$ cat src/rtl/pipeline_pkg.sv
// Shared pipeline types: thread index width, thread count and index type.
package pipeline_pkg;

    localparam int THREAD_INDEX_BITS = 3;
    localparam int NUM_THREADS = 2 ** THREAD_INDEX_BITS;

    typedef logic [THREAD_INDEX_BITS-1:0] thread_idx_t;

endpackage

$ cat src/rtl/thread_scheduler_if.sv
// MEM-stage load issue and load response bus seen by the thread scheduler.
interface thread_scheduler_if
    import pipeline_pkg::*;
#(
    parameter int THREAD_INDEX_BITS = pipeline_pkg::THREAD_INDEX_BITS
);

    logic                         mem_issue_valid;
    logic                         mem_issue_load;
    logic [THREAD_INDEX_BITS-1:0] mem_issue_thread;
    logic                         mem_resp_valid;
    logic [THREAD_INDEX_BITS-1:0] mem_resp_thread;

    modport master (
        output mem_issue_valid,
        output mem_issue_load,
        output mem_issue_thread,
        output mem_resp_valid,
        output mem_resp_thread
    );

    modport slave (
        input mem_issue_valid,
        input mem_issue_load,
        input mem_issue_thread,
        input mem_resp_valid,
        input mem_resp_thread
    );

endinterface

$ cat src/rtl/rr_priority_picker.sv
// Combinational rotate-priority search: first set request at or after start.
module rr_priority_picker
    import pipeline_pkg::*;
#(
    parameter int IDX_BITS = pipeline_pkg::THREAD_INDEX_BITS,
    localparam int N = 2 ** IDX_BITS
) (
    input  logic [N-1:0]        req,
    input  logic [IDX_BITS-1:0] start,
    output logic                valid,
    output logic [IDX_BITS-1:0] index
);

    logic [IDX_BITS-1:0] probe;

    // Walk offsets downward so the smallest offset is the last to win.
    always_comb begin
        valid = 1'b0;
        index = start;
        probe = start;
        for (int i = N - 1; i >= 0; i--) begin
            probe = start + IDX_BITS'(i);
            if (req[probe]) begin
                valid = 1'b1;
                index = probe;
            end
        end
    end

endmodule

$ cat src/rtl/thread_scheduler.sv
// Round-robin fetch thread scheduler with load blocking.
// Optional watchdog: define THREAD_SCHED_WATCHDOG_EN.
module thread_scheduler
    import pipeline_pkg::*;
#(
    parameter int THREAD_INDEX_BITS = pipeline_pkg::THREAD_INDEX_BITS,
    parameter int WATCHDOG_CYCLES = 255,
    localparam int NUM_THREADS = 2 ** THREAD_INDEX_BITS
) (
    input  logic                         clk,
    input  logic                         reset,
    input  logic [NUM_THREADS-1:0]       thread_enable,
    input  logic                         stall,
    thread_scheduler_if.slave            mem,
    output logic                         issue_valid,
    output logic [THREAD_INDEX_BITS-1:0] issue_thread,
    output logic [NUM_THREADS-1:0]       thread_blocked,
`ifdef THREAD_SCHED_WATCHDOG_EN
    output logic                         timeout_err,
    output logic [THREAD_INDEX_BITS-1:0] timeout_thread,
`endif
    output logic                         idle
);

    logic [THREAD_INDEX_BITS-1:0] last_grant;
    logic [THREAD_INDEX_BITS-1:0] search_start;
    logic [NUM_THREADS-1:0]       eligible;
    logic                         pick_valid;
    logic [THREAD_INDEX_BITS-1:0] pick_idx;
    logic [NUM_THREADS-1:0]       blocked_nxt;

    assign eligible     = thread_enable & ~thread_blocked;
    assign search_start = last_grant + 1'b1;

    rr_priority_picker #(
        .IDX_BITS (THREAD_INDEX_BITS)
    ) u_picker (
        .req   (eligible),
        .start (search_start),
        .valid (pick_valid),
        .index (pick_idx)
    );

    always_ff @(posedge clk) begin
        if (!reset) begin
            issue_valid  <= 1'b0;
            issue_thread <= '0;
            idle         <= 1'b1;
            last_grant   <= THREAD_INDEX_BITS'(NUM_THREADS - 1);
        end else if (!stall) begin
            issue_valid <= pick_valid;
            idle        <= ~pick_valid;
            if (pick_valid) begin
                issue_thread <= pick_idx;
                last_grant   <= pick_idx;
            end
        end
    end

`ifdef THREAD_SCHED_WATCHDOG_EN
    localparam int WD_BITS = $clog2(WATCHDOG_CYCLES + 1);
    localparam logic [WD_BITS-1:0] WD_LAST = WD_BITS'(WATCHDOG_CYCLES - 1);

    logic [WD_BITS-1:0]           wd_cnt [NUM_THREADS];
    logic [NUM_THREADS-1:0]       wd_exp;
    logic                         wd_hit;
    logic [THREAD_INDEX_BITS-1:0] wd_idx;

    always_comb begin
        wd_hit = 1'b0;
        wd_idx = '0;
        for (int i = NUM_THREADS - 1; i >= 0; i--) begin
            wd_exp[i] = thread_blocked[i] && (wd_cnt[i] >= WD_LAST);
            if (wd_exp[i]) begin
                wd_hit = 1'b1;
                wd_idx = THREAD_INDEX_BITS'(i);
            end
        end
    end

    // Expired counters saturate so lower-priority timeouts wait their turn.
    always_ff @(posedge clk) begin
        if (!reset) begin
            timeout_err    <= 1'b0;
            timeout_thread <= '0;
            for (int i = 0; i < NUM_THREADS; i++) begin
                wd_cnt[i] <= '0;
            end
        end else begin
            timeout_err <= wd_hit;
            if (wd_hit) begin
                timeout_thread <= wd_idx;
            end
            for (int i = 0; i < NUM_THREADS; i++) begin
                if (!thread_blocked[i]) begin
                    wd_cnt[i] <= '0;
                end else if (wd_hit && wd_idx == THREAD_INDEX_BITS'(i)) begin
                    wd_cnt[i] <= '0;
                end else if (wd_cnt[i] < WD_LAST) begin
                    wd_cnt[i] <= wd_cnt[i] + 1'b1;
                end
            end
        end
    end
`endif

    // Clears first, then the load set so a same-thread set wins.
    always_comb begin
        blocked_nxt = thread_blocked;
`ifdef THREAD_SCHED_WATCHDOG_EN
        if (wd_hit) begin
            blocked_nxt[wd_idx] = 1'b0;
        end
`endif
        if (mem.mem_resp_valid) begin
            blocked_nxt[mem.mem_resp_thread] = 1'b0;
        end
        if (mem.mem_issue_valid && mem.mem_issue_load) begin
            blocked_nxt[mem.mem_issue_thread] = 1'b1;
        end
    end

    always_ff @(posedge clk) begin
        if (!reset) begin
            thread_blocked <= '0;
        end else begin
            thread_blocked <= blocked_nxt;
        end
    end

endmodule

$ cat src/flat_wrapper.sv
// flat-port wrapper written by rule: the top's interface ports become plain ports
module thread_scheduler_flat import pipeline_pkg::*;
#(
    parameter int THREAD_INDEX_BITS = pipeline_pkg::THREAD_INDEX_BITS,
    parameter int WATCHDOG_CYCLES = 255,
    localparam int NUM_THREADS = 2 ** THREAD_INDEX_BITS
)
  (clk, reset, thread_enable, stall, issue_valid, issue_thread, thread_blocked, idle, mem_mem_issue_valid, mem_mem_issue_load, mem_mem_issue_thread, mem_mem_resp_valid, mem_mem_resp_thread);
  thread_scheduler_if #(.THREAD_INDEX_BITS(THREAD_INDEX_BITS)) mem_i ();
  input  logic clk;
  input  logic reset;
  input  logic [NUM_THREADS-1:0] thread_enable;
  input  logic stall;
  output logic issue_valid;
  output logic [THREAD_INDEX_BITS-1:0] issue_thread;
  output logic [NUM_THREADS-1:0] thread_blocked;
  output logic idle;
  input wire logic [$bits(mem_i.mem_issue_valid)-1:0] mem_mem_issue_valid;
  input wire logic [$bits(mem_i.mem_issue_load)-1:0] mem_mem_issue_load;
  input wire logic [$bits(mem_i.mem_issue_thread)-1:0] mem_mem_issue_thread;
  input wire logic [$bits(mem_i.mem_resp_valid)-1:0] mem_mem_resp_valid;
  input wire logic [$bits(mem_i.mem_resp_thread)-1:0] mem_mem_resp_thread;
  assign mem_i.mem_issue_valid = mem_mem_issue_valid;
  assign mem_i.mem_issue_load = mem_mem_issue_load;
  assign mem_i.mem_issue_thread = mem_mem_issue_thread;
  assign mem_i.mem_resp_valid = mem_mem_resp_valid;
  assign mem_i.mem_resp_thread = mem_mem_resp_thread;
  thread_scheduler #(.THREAD_INDEX_BITS(THREAD_INDEX_BITS), .WATCHDOG_CYCLES(WATCHDOG_CYCLES)) u_core (.clk(clk), .reset(reset), .thread_enable(thread_enable), .stall(stall), .mem(mem_i), .issue_valid(issue_valid), .issue_thread(issue_thread), .thread_blocked(thread_blocked), .idle(idle));
endmodule
$ cat config.mk
export PLATFORM = sky130hd
export DESIGN_NAME = thread_scheduler_flat
export DESIGN_NICKNAME = d
export VERILOG_FILES = /design/src/rtl/pipeline_pkg.sv /design/src/rtl/thread_scheduler_if.sv /design/src/rtl/rr_priority_picker.sv /design/src/rtl/thread_scheduler.sv /design/src/flat_wrapper.sv
export SDC_FILE = /design/constraint.sdc
export NUM_CORES = 1
export LEC_CHECK = 0
export BUFFER_PORTS_ARGS = -buffer_cell sky130_fd_sc_hd__buf_2
export CAP_MARGIN = 20
export CORE_ASPECT_RATIO = 1.2
export CORE_UTILIZATION = 58
export CTS_CLUSTER_SIZE = 16
export DETAILED_ROUTE_END_ITERATION = 6
export PLACE_DENSITY = 0.83
export SLEW_MARGIN = 30
export SYNTH_ARGS = -nofsm -noshare
export SYNTH_HDL_FRONTEND = slang
export SYNTH_HIERARCHICAL = 1
export SYNTH_SLANG_ARGS = --single-unit
$ cat constraint.sdc
create_clock -name clk -period 9.43 [get_ports clk]
set_input_delay 0.4715 -clock clk [delete_from_list [all_inputs] [get_ports clk]]
set_output_delay 0.4715 -clock clk [all_outputs]
set_load 0.01 [all_outputs]
Word level (Yosys, flattened, before mapping). Index checks and enable logic that the tools add are counted.

Add/sub/neg operators: 8. Magnitude comparators: 12. Multiplexer cells: 38. Bitwise logic cells: 7. Reduce and logical (&&, ||, !) cells: 4.

Operators with widths (count): $lt 3x4->1 const B (10); $bmux 1 s3 (8); $mux 3 (8); $mux 1 (18); $and 8x8->8 (2); $mux 8 (2); $not 8->8 (2); $add 3x3->3 const B (4); $or 8x8->8 (1); $add 3x1->3 const B (2); $add 3x2->3 const B (2); $demux 1 s3 (2); $ge 3x1->1 const B (2); $logic_and 1x1->1 (3); $not 1->1 (2); $reduce_and 2->1 (1).

Register bits: 16. Bits of input ports: 20. Output and inout port bits: 13. Logic and storage cells: 74.

Longest topological paths before layout. Gate-level depths: netlist (run 1).

Word-level depth: 13. Gate-level depth with buffers: 13. Depth with buffers taken out: 11.

Hierarchy. The synthesis (run 1) kept the hierarchy.

Modules (own cells, without submodules): rr_priority_picker (times used 1, cells each 92, area each 790.8 um2, sequential area each 0.0 um2); thread_scheduler (times used 1, cells each 76, area each 694.4 um2, sequential area each 320.3 um2).

Worst setup path before layout (run 1). OpenSTA, ideal clock, no wires.

Kind: reg2reg. Start: register u_core.last_grant[0]. End: register u_core.last_grant[1]. Setup time: 120 ps. Data arrival time: 3003 ps. Data required time: 9310 ps. Path slack: 6307 ps. Cell stages (with the launch flop): 12. Path buffers: 2. Period minus slack after synthesis: 3123 ps. Path through: dfxtp_1 ha_1 buf_2 buf_2 inv_2 ha_1 mux4_2 mux2_4 or4_1 o31a_1 nand2_1 nand3_1.

Elaborated cells on any way between the ends: 41. Those cells by class: 8 x add/sub; 32 x mux; 1 x reduce/logical.

RTL lines: start, declared (line thread_scheduler.sv:25) `logic [THREAD_INDEX_BITS-1:0] last_grant;`; start signal, assigned (line thread_scheduler.sv:49) `last_grant <= THREAD_INDEX_BITS'(NUM_THREADS - 1);`; start signal, assigned (line thread_scheduler.sv:55) `last_grant <= pick_idx;`; $add 3x1->3 * (line thread_scheduler.sv:33) `assign search_start = last_grant + 1'b1;`; via u_core.search_start[1] (line thread_scheduler.sv:26) `logic [THREAD_INDEX_BITS-1:0] search_start;`; $add 3x3->3 (line rr_priority_picker.sv:22) `probe = start + IDX_BITS'(i);`; $bmux 1 s3 (line rr_priority_picker.sv:23) `if (req[probe]) begin`; $mux 1 (not written as such) (line rr_priority_picker.sv:23); $mux 3 (7 in a row) (line rr_priority_picker.sv:23); $mux 3 * (line rr_priority_picker.sv:23); via u_core.pick_idx[1] (line thread_scheduler.sv:29) `logic [THREAD_INDEX_BITS-1:0] pick_idx;`.

Mark *: on every way through the listed nets, which the timed path passes. The rest lies on a longest branch. The select of a mux whose other input is x is not followed. A chain may end at the register's enable or synchronous reset.

Worst setup path in the final report (run 1). Same ends and word-level chain as after synthesis.

==> results of run 1 <==
kinds of logic (layout without fill, tap and decap cells):
logic type,Yosys count,after routing,synth area share [%]
AOI/OAI and AO/OA,47,47,22.41
xor gates and xnor gates,5,5,2.948
adders and majority gates,3,3,2.528
buffers and inverters,13,43,4.549
DFF,16,16,21.57
muxes,25,25,24.43
and+or+nand+nor,59,59,21.57
placed cells by master, fill, tap and decap left out, types with 7 or more instances in the layout:
| cell | instances |
|---|---|
| buf_2 | 32 |
| dfxtp_1 | 16 |
| nand2_1 | 14 |
| nor2b_1 | 10 |
| o21ai_1 | 10 |
| mux2i_1 | 10 |
| o211ai_1 | 9 |
| nor2_1 | 8 |
| mux4_2 | 7 |
layer usage:
layer  vias to the layer above  track usage (%)  part of all wire (%)
met5                         -                0                     0
met4                         0            15.87                   3.5
met2                        65            51.43                    52
met1                       698            37.68                    40
met3                        15            5.063                   4.9
li1                        698                -                     -
how the worst max path moves through the flow:
stage,start,end,slack [ns],cells past startpoint
6_report,u_core/last_grant[0],u_core/last_grant[1],5.95,9
4_1_cts,u_core/last_grant[0],u_core/last_grant[1],5.97,9
5_1_grt,u_core/last_grant[0],u_core/last_grant[1],5.75,9
3_5_place_dp,u_core/last_grant[0],u_core/last_grant[1],5.98,9
2_1_floorplan,u_core/last_grant[0],u_core/last_grant[1],6.31,11
3_3_place_gp,u_core/last_grant[0],u_core/last_grant[1],6.08,9
sequential cells by signal, indices dropped and copies added, names as in the netlist:
name,cells
u_core/last_grant,3
u_core/issue_valid,1
u_core/issue_thread,3
u_core/idle,1
u_core/thread_blocked,8
worst register-to-register path: stages (launching register included):
cell     delay [ns]
dfxtp_1        0.33
ha_1           0.69
inv_2          0.20
ha_1           0.46
mux4_2         0.42
mux2_4         0.31
or4_1          0.52
o31a_1         0.28
nand2_1        0.08
nand3_1        0.07
layout make-up:
cell class | count | share of cell area [%]
tap | 31 | 2.305
inverter | 6 | 1.338
timing repair buffer | 33 | 9.963
clock buffer | 4 | 2.156
multi-input combinational | 139 | 65.20
sequential | 16 | 19.03
synth_stat cells (6+ instances only):
master	number	area, µm²
dfxtp_1	16	320.3
mux2_2	6	67.56
mux2i_1	10	100.1
mux4_2	7	157.7
nand2_1	14	52.55
nand2b_1	6	37.54
nand3_1	6	30.03
nor2_1	8	30.03
nor2b_1	10	62.56
o211ai_1	9	67.56
o21ai_1	10	50.05
per-stage QoR:
| step | utilization, % | cell area (µm²) | hold slack [ns] | worst slack [ns] |
|---|---|---|---|---|
| 2_1_floorplan | - | 1485 | 0.4429 | 6.307 |
| 3_3_place_gp | 69.96 | 1647 | 0.4416 | 6.078 |
| 3_5_place_dp | 69.96 | 1647 | 0.4422 | 5.985 |
| 4_1_cts | 71.50 | 1683 | 0.4437 | 5.969 |
| 5_1_grt | 71.50 | 1683 | 0.4431 | 5.749 |
| 6_report | 71.50 | 1683 | 0.4468 | 5.953 |
==> flow_summary_export.csv, run 1 <==
group,metric,value,unit
outcome,run_status,"completed",
worst_setup_path,cp.arrival,3.65,ns
global_route,antenna_found_initial,0,
worst_setup_path,crit_buf_inv,1,
cts,cts_setup_buffers,0,
worst_hold_path,min_path_type,"in -> reg",
timing,setup_viol,0,
placed_design,dp.cells,225,
die,die_y,57.43,µm
worst_setup_path,cpMostUsedCell,"ha_1",
job,drv_cap,0,
worst_setup_path,critPathMaxFanout,15,
yosys,syn_inst,168,
detailed_routing,drt-wirelength-per-cell,16.79,µm
worst_hold_path,hold_path_depth,3,
timing,fmax,287.6,MHz
yosys,synth-seq-cells,16,
detailed_routing,drtIter0Drc,44,
worst_setup_path,slowest_stage,"ha_1",
cts,cts_resized,0,
worst_setup_path,cp_data_required_time,9.60,ns
die,rows,19,
worst_setup_path,r2r-end,"u_core/last_grant[1]",
final_layout,regArea,320.3,µm²
yosys,ys_warn_count,6,
worst_setup_path,regToRegStartpoint,"u_core/last_grant[0]",
yosys,syn_avg_cell_area,8.840,µm²
die,coreArea,0.002354,mm²
worst_setup_path,setup.worst_path.start_class,"flop",
worst_setup_path,critPathTopFamily,"adder cells",
detailed_routing,vias,1476,
final_layout,layout-drive-gt1-share,28.28,%
detailed_routing,drt-total-wl,3845,µm
timing,hold_viol,0,
timing,relSlewSlack,46.36,%
yosys,syn-num-nets,191,
global_route,grt_pass1_vias,1405,
detailed_routing,ant_nets,0,
timing,fin_tns_setup,0,ns
detailed_routing,drc,0,
placed_design,portBuffers,32,
yosys,synthDistinctLibCells,48,
yosys,ys_async_sr_fraction,0,%
cts,cts.sink_count,16,
cts,clk_path_buf_depth,2,
worst_setup_path,critPathKind,"reg -> reg",
final_layout,fin_cells,229,
timing,rsz0062_at_grt,"false",
worst_hold_path,whs_endpoint,"u_core/issue_valid",
cts,clockRootBuffer,"clkbuf_4",
timing,period_share,36.87,%
yosys,ys_seq_area_share,21.57,%
cts,ctsHoldBuffers,0,
final_layout,antenna_cells,0,
cts,cts_tree,"yes",
detailed_routing,vias_per_cell,6.445,
cts,ctsHtreeMaxLevel,1,
timing,period_needed,3.477,ns
timing,drv_slew,0,
global_route,track_usage,31.40,%
yosys,synth_edf_count,0,
yosys,synth-main-ff-cell,"dfxtp_1",
timing,clock_skew,0.002543,ns
worst_hold_path,min_from,"stall",
die,dieArea,0.002768,mm²
yosys,netlist_area,0.001485,mm²
cts,cts_made_buffers,3,
final_layout,layout.nets,222,
worst_setup_path,end_kind,"flop",
timing,worst_pin_slew,0.7998,ns
cts,clk_pin_slew,0.09,ns
worst_setup_path,crit_chain,"ha_1, inv_2, ha_1, mux4_2, mux2_4, or4_1, o31a_1, nand2_1, nand3_1",
placed_design,finalWeightedCongestion,1.001,
die,initial_core_util,63.10,%
worst_setup_path,setup.reg_to_reg.worst_slack,5.95,ns
placed_design,hpwl,3018,µm
final_layout,multiInputGateArea,0.001097,mm²
final_layout,n_fill_cell,189,
final_layout,syn2layout_area_growth,13.31,%
worst_setup_path,max_stage_delay,0.69,ns
global_route,grt_pass1_wl,6237,µm
die,io_pins,33,
global_route,grt.overflow.total,0,
die,fp.dieW,48.20,µm
cts,insertion_delay,0.29,ns
worst_setup_path,ff2ff_path_depth,9,
global_route,grt_max_degree,19,
detailed_routing,drt-pass1-iter-count,5,
Power of run 1 is left out: the tool's default activity adds up to more than one toggle a clock period on the data nets, which glitch-free logic cannot reach.
==> run 2: changes to the inputs <==
CORE_UTILIZATION = 49   (was 58)
PLACE_DENSITY = 0.74   (was 0.83)
clock period = 3 ns   (was 9.43 ns; I/O delays follow)
==> run 2 against run 1 <==
Against the previous run:
- wire length grew 2.3%
- non-clock buffer count is 6 higher
- cell area grew 3.6%
- largest cell class unchanged
- highest routed layer unchanged
==> flow_summary_export.csv, run 2 (synthesis results as in run 1) <==
group,metric,value,unit
cts,cts_tree,"yes",
final_layout,multiInputGateArea,0.001110,mm²
cts,ctsHoldBuffers,0,
detailed_routing,drt-total-wl,3932,µm
worst_setup_path,regToRegStartpoint,"u_core/last_grant[0]",
cts,clk_pin_slew,0.09,ns
placed_design,dp_worst_setup_slack,0.1884,ns
final_layout,fin_area,0.001744,mm²
final_layout,n_fill_cell,256,
final_layout,layout-drive-gt1-share,30.88,%
die,dieArea,0.003256,mm²
final_layout,top_regs,"u_core/thread_blocked: 8 flops, u_core/issue_thread: 3 flops, u_core/last_grant: 3 flops",
worst_setup_path,setup.reg_to_reg.worst_slack,0.15,ns
worst_hold_path,hold_path_depth,3,
worst_hold_path,min_from,"stall",
die,rows,21,
placed_design,portBuffers,32,
final_layout,syn2layout_area_growth,17.44,%
worst_setup_path,end_kind,"flop",
timing,drv_slew,0,
worst_setup_path,r2r-end,"u_core/last_grant[1]",
cts,clockRootBuffer,"clkbuf_4",
timing,fin_tns_setup,0,ns
worst_setup_path,setup.worst_path.start_class,"flop",
worst_setup_path,cp_data_required_time,3.16,ns
timing,period_needed,2.851,ns
detailed_routing,drt-wirelength-per-cell,16.52,µm
worst_setup_path,ff2ff_path_depth,9,
cts,cts_resized,0,
final_layout,largest_reg_flops,8,
cts,ctsHtreeMaxLevel,1,
final_layout,layout.nets,228,
timing,period_share,95.04,%
timing,rsz0062_at_grt,"false",
placed_design,hpwl,3127,µm
placed_design,place_area,0.001708,mm²
outcome,run_status,"completed",
global_route,grt.overflow.total,0,
worst_setup_path,critPathMaxFanout,14,
final_layout,antenna_cells,0,
cts,cts.sink_count,16,
worst_setup_path,startpoint,"u_core/last_grant[0]",
worst_setup_path,cp.arrival,3.01,ns
global_route,antenna_found_initial,0,
timing,fmax,350.7,MHz
cts,cts_setup_buffers,0,
final_layout,regMostFlops,"u_core/thread_blocked",
global_route,track_usage,25.87,%
worst_hold_path,min_path_type,"in -> reg",
cts,clk_path_buf_depth,2,
worst_hold_path,whs_endpoint,"u_core/issue_valid",
placed_design,finalWeightedCongestion,0.9558,
timing,setup_viol,0,
detailed_routing,drt-pass1-iter-count,4,
die,coreArea,0.002838,mm²
die,initial_core_util,52.34,%
die,die_y,62.31,µm
detailed_routing,drc,0,
final_layout,final_common_cell,"buf_2",
timing,worst_pin_slew,0.7532,ns
timing,setup_ws,0.1488,ns
detailed_routing,ant_nets,0,
cts,insertion_delay,0.28,ns
die,io_pins,33,
global_route,grt_pass1_wl,6568,µm
global_route,grt_max_degree,19,
detailed_routing,vias_per_cell,6.172,
global_route,grt_pass1_vias,1465,
final_layout,layout_common_cells,"buf_2 (32), dfxtp_1 (16), nand2_1 (14)",
die,fp.dieW,52.26,µm
detailed_routing,drtIter0Drc,59,
timing,relSlewSlack,49.48,%
final_layout,regArea,320.3,µm²
job,drv_cap,0,
cts,cts_made_buffers,3,
detailed_routing,vias,1469,
timing,clock_skew,0.004042,ns
timing,hold_viol,0,
worst_setup_path,critPathKind,"reg -> reg",
run 2: changes by cell type in the layout (fill, tap and decap cells not counted):
cell | previous run | this run
ha_1 | 3 | 2
buf_4 | 1 | 7
ha_4 | 0 | 1
run 2: cell type report:
class                   instances  share of cell area [%]
inverters                       6                   1.291
clock buffers                   4                   2.080
flip-flops and latches         16                   18.36
well taps                      34                   2.439
repair buffers                 39                   12.20
multi-input cells             139                   63.63
run 2: metal layers:
layer | share of wire (%) | wire (µm) | GRT usage [%] | vias to the layer above
li1 | - | - | - | 713
met1 | 41 | 1627 | 29.62 | 677
met2 | 52 | 2042 | 46.79 | 69
met3 | 4.4 | 173 | 2.696 | 10
met4 | 2.2 | 88 | 10.53 | 0
met5 | 0 | 0 | 0 | -
run 2: worst max-delay path, stage by stage (launching register included):
cell	delay, ns
dfxtp_1	0.32
ha_1	0.32
buf_4	0.21
ha_1	0.25
xnor2_1	0.30
mux2_4	0.36
or4_1	0.52
o31a_1	0.29
nand2_1	0.08
nand3_1	0.07
run 2: worst max-delay path by stage:
stage	to	slack (ns)
2_1_floorplan	u_core/last_grant[1]	0.03
3_3_place_gp	u_core/last_grant[1]	0.22
3_5_place_dp	u_core/last_grant[1]	0.19
4_1_cts	u_core/last_grant[1]	0.16
5_1_grt	u_core/last_grant[1]	0.02
6_report	u_core/last_grant[1]	0.15
run 2: per-stage QoR:
| stage | utilization (%) | std cells | hold WS (ns) |
|---|---|---|---|
| finish | 61.46 | 238 | 0.1269 |
| global route | 61.46 | 238 | 0.1242 |
| CTS | 61.46 | 238 | 0.1230 |
| detailed placement | 60.19 | 234 | 0.4288 |
| global placement | 60.19 | 234 | 0.4221 |
| floorplan | - | 168 | 0.2892 |
Power of run 2 is left out for the same reason.
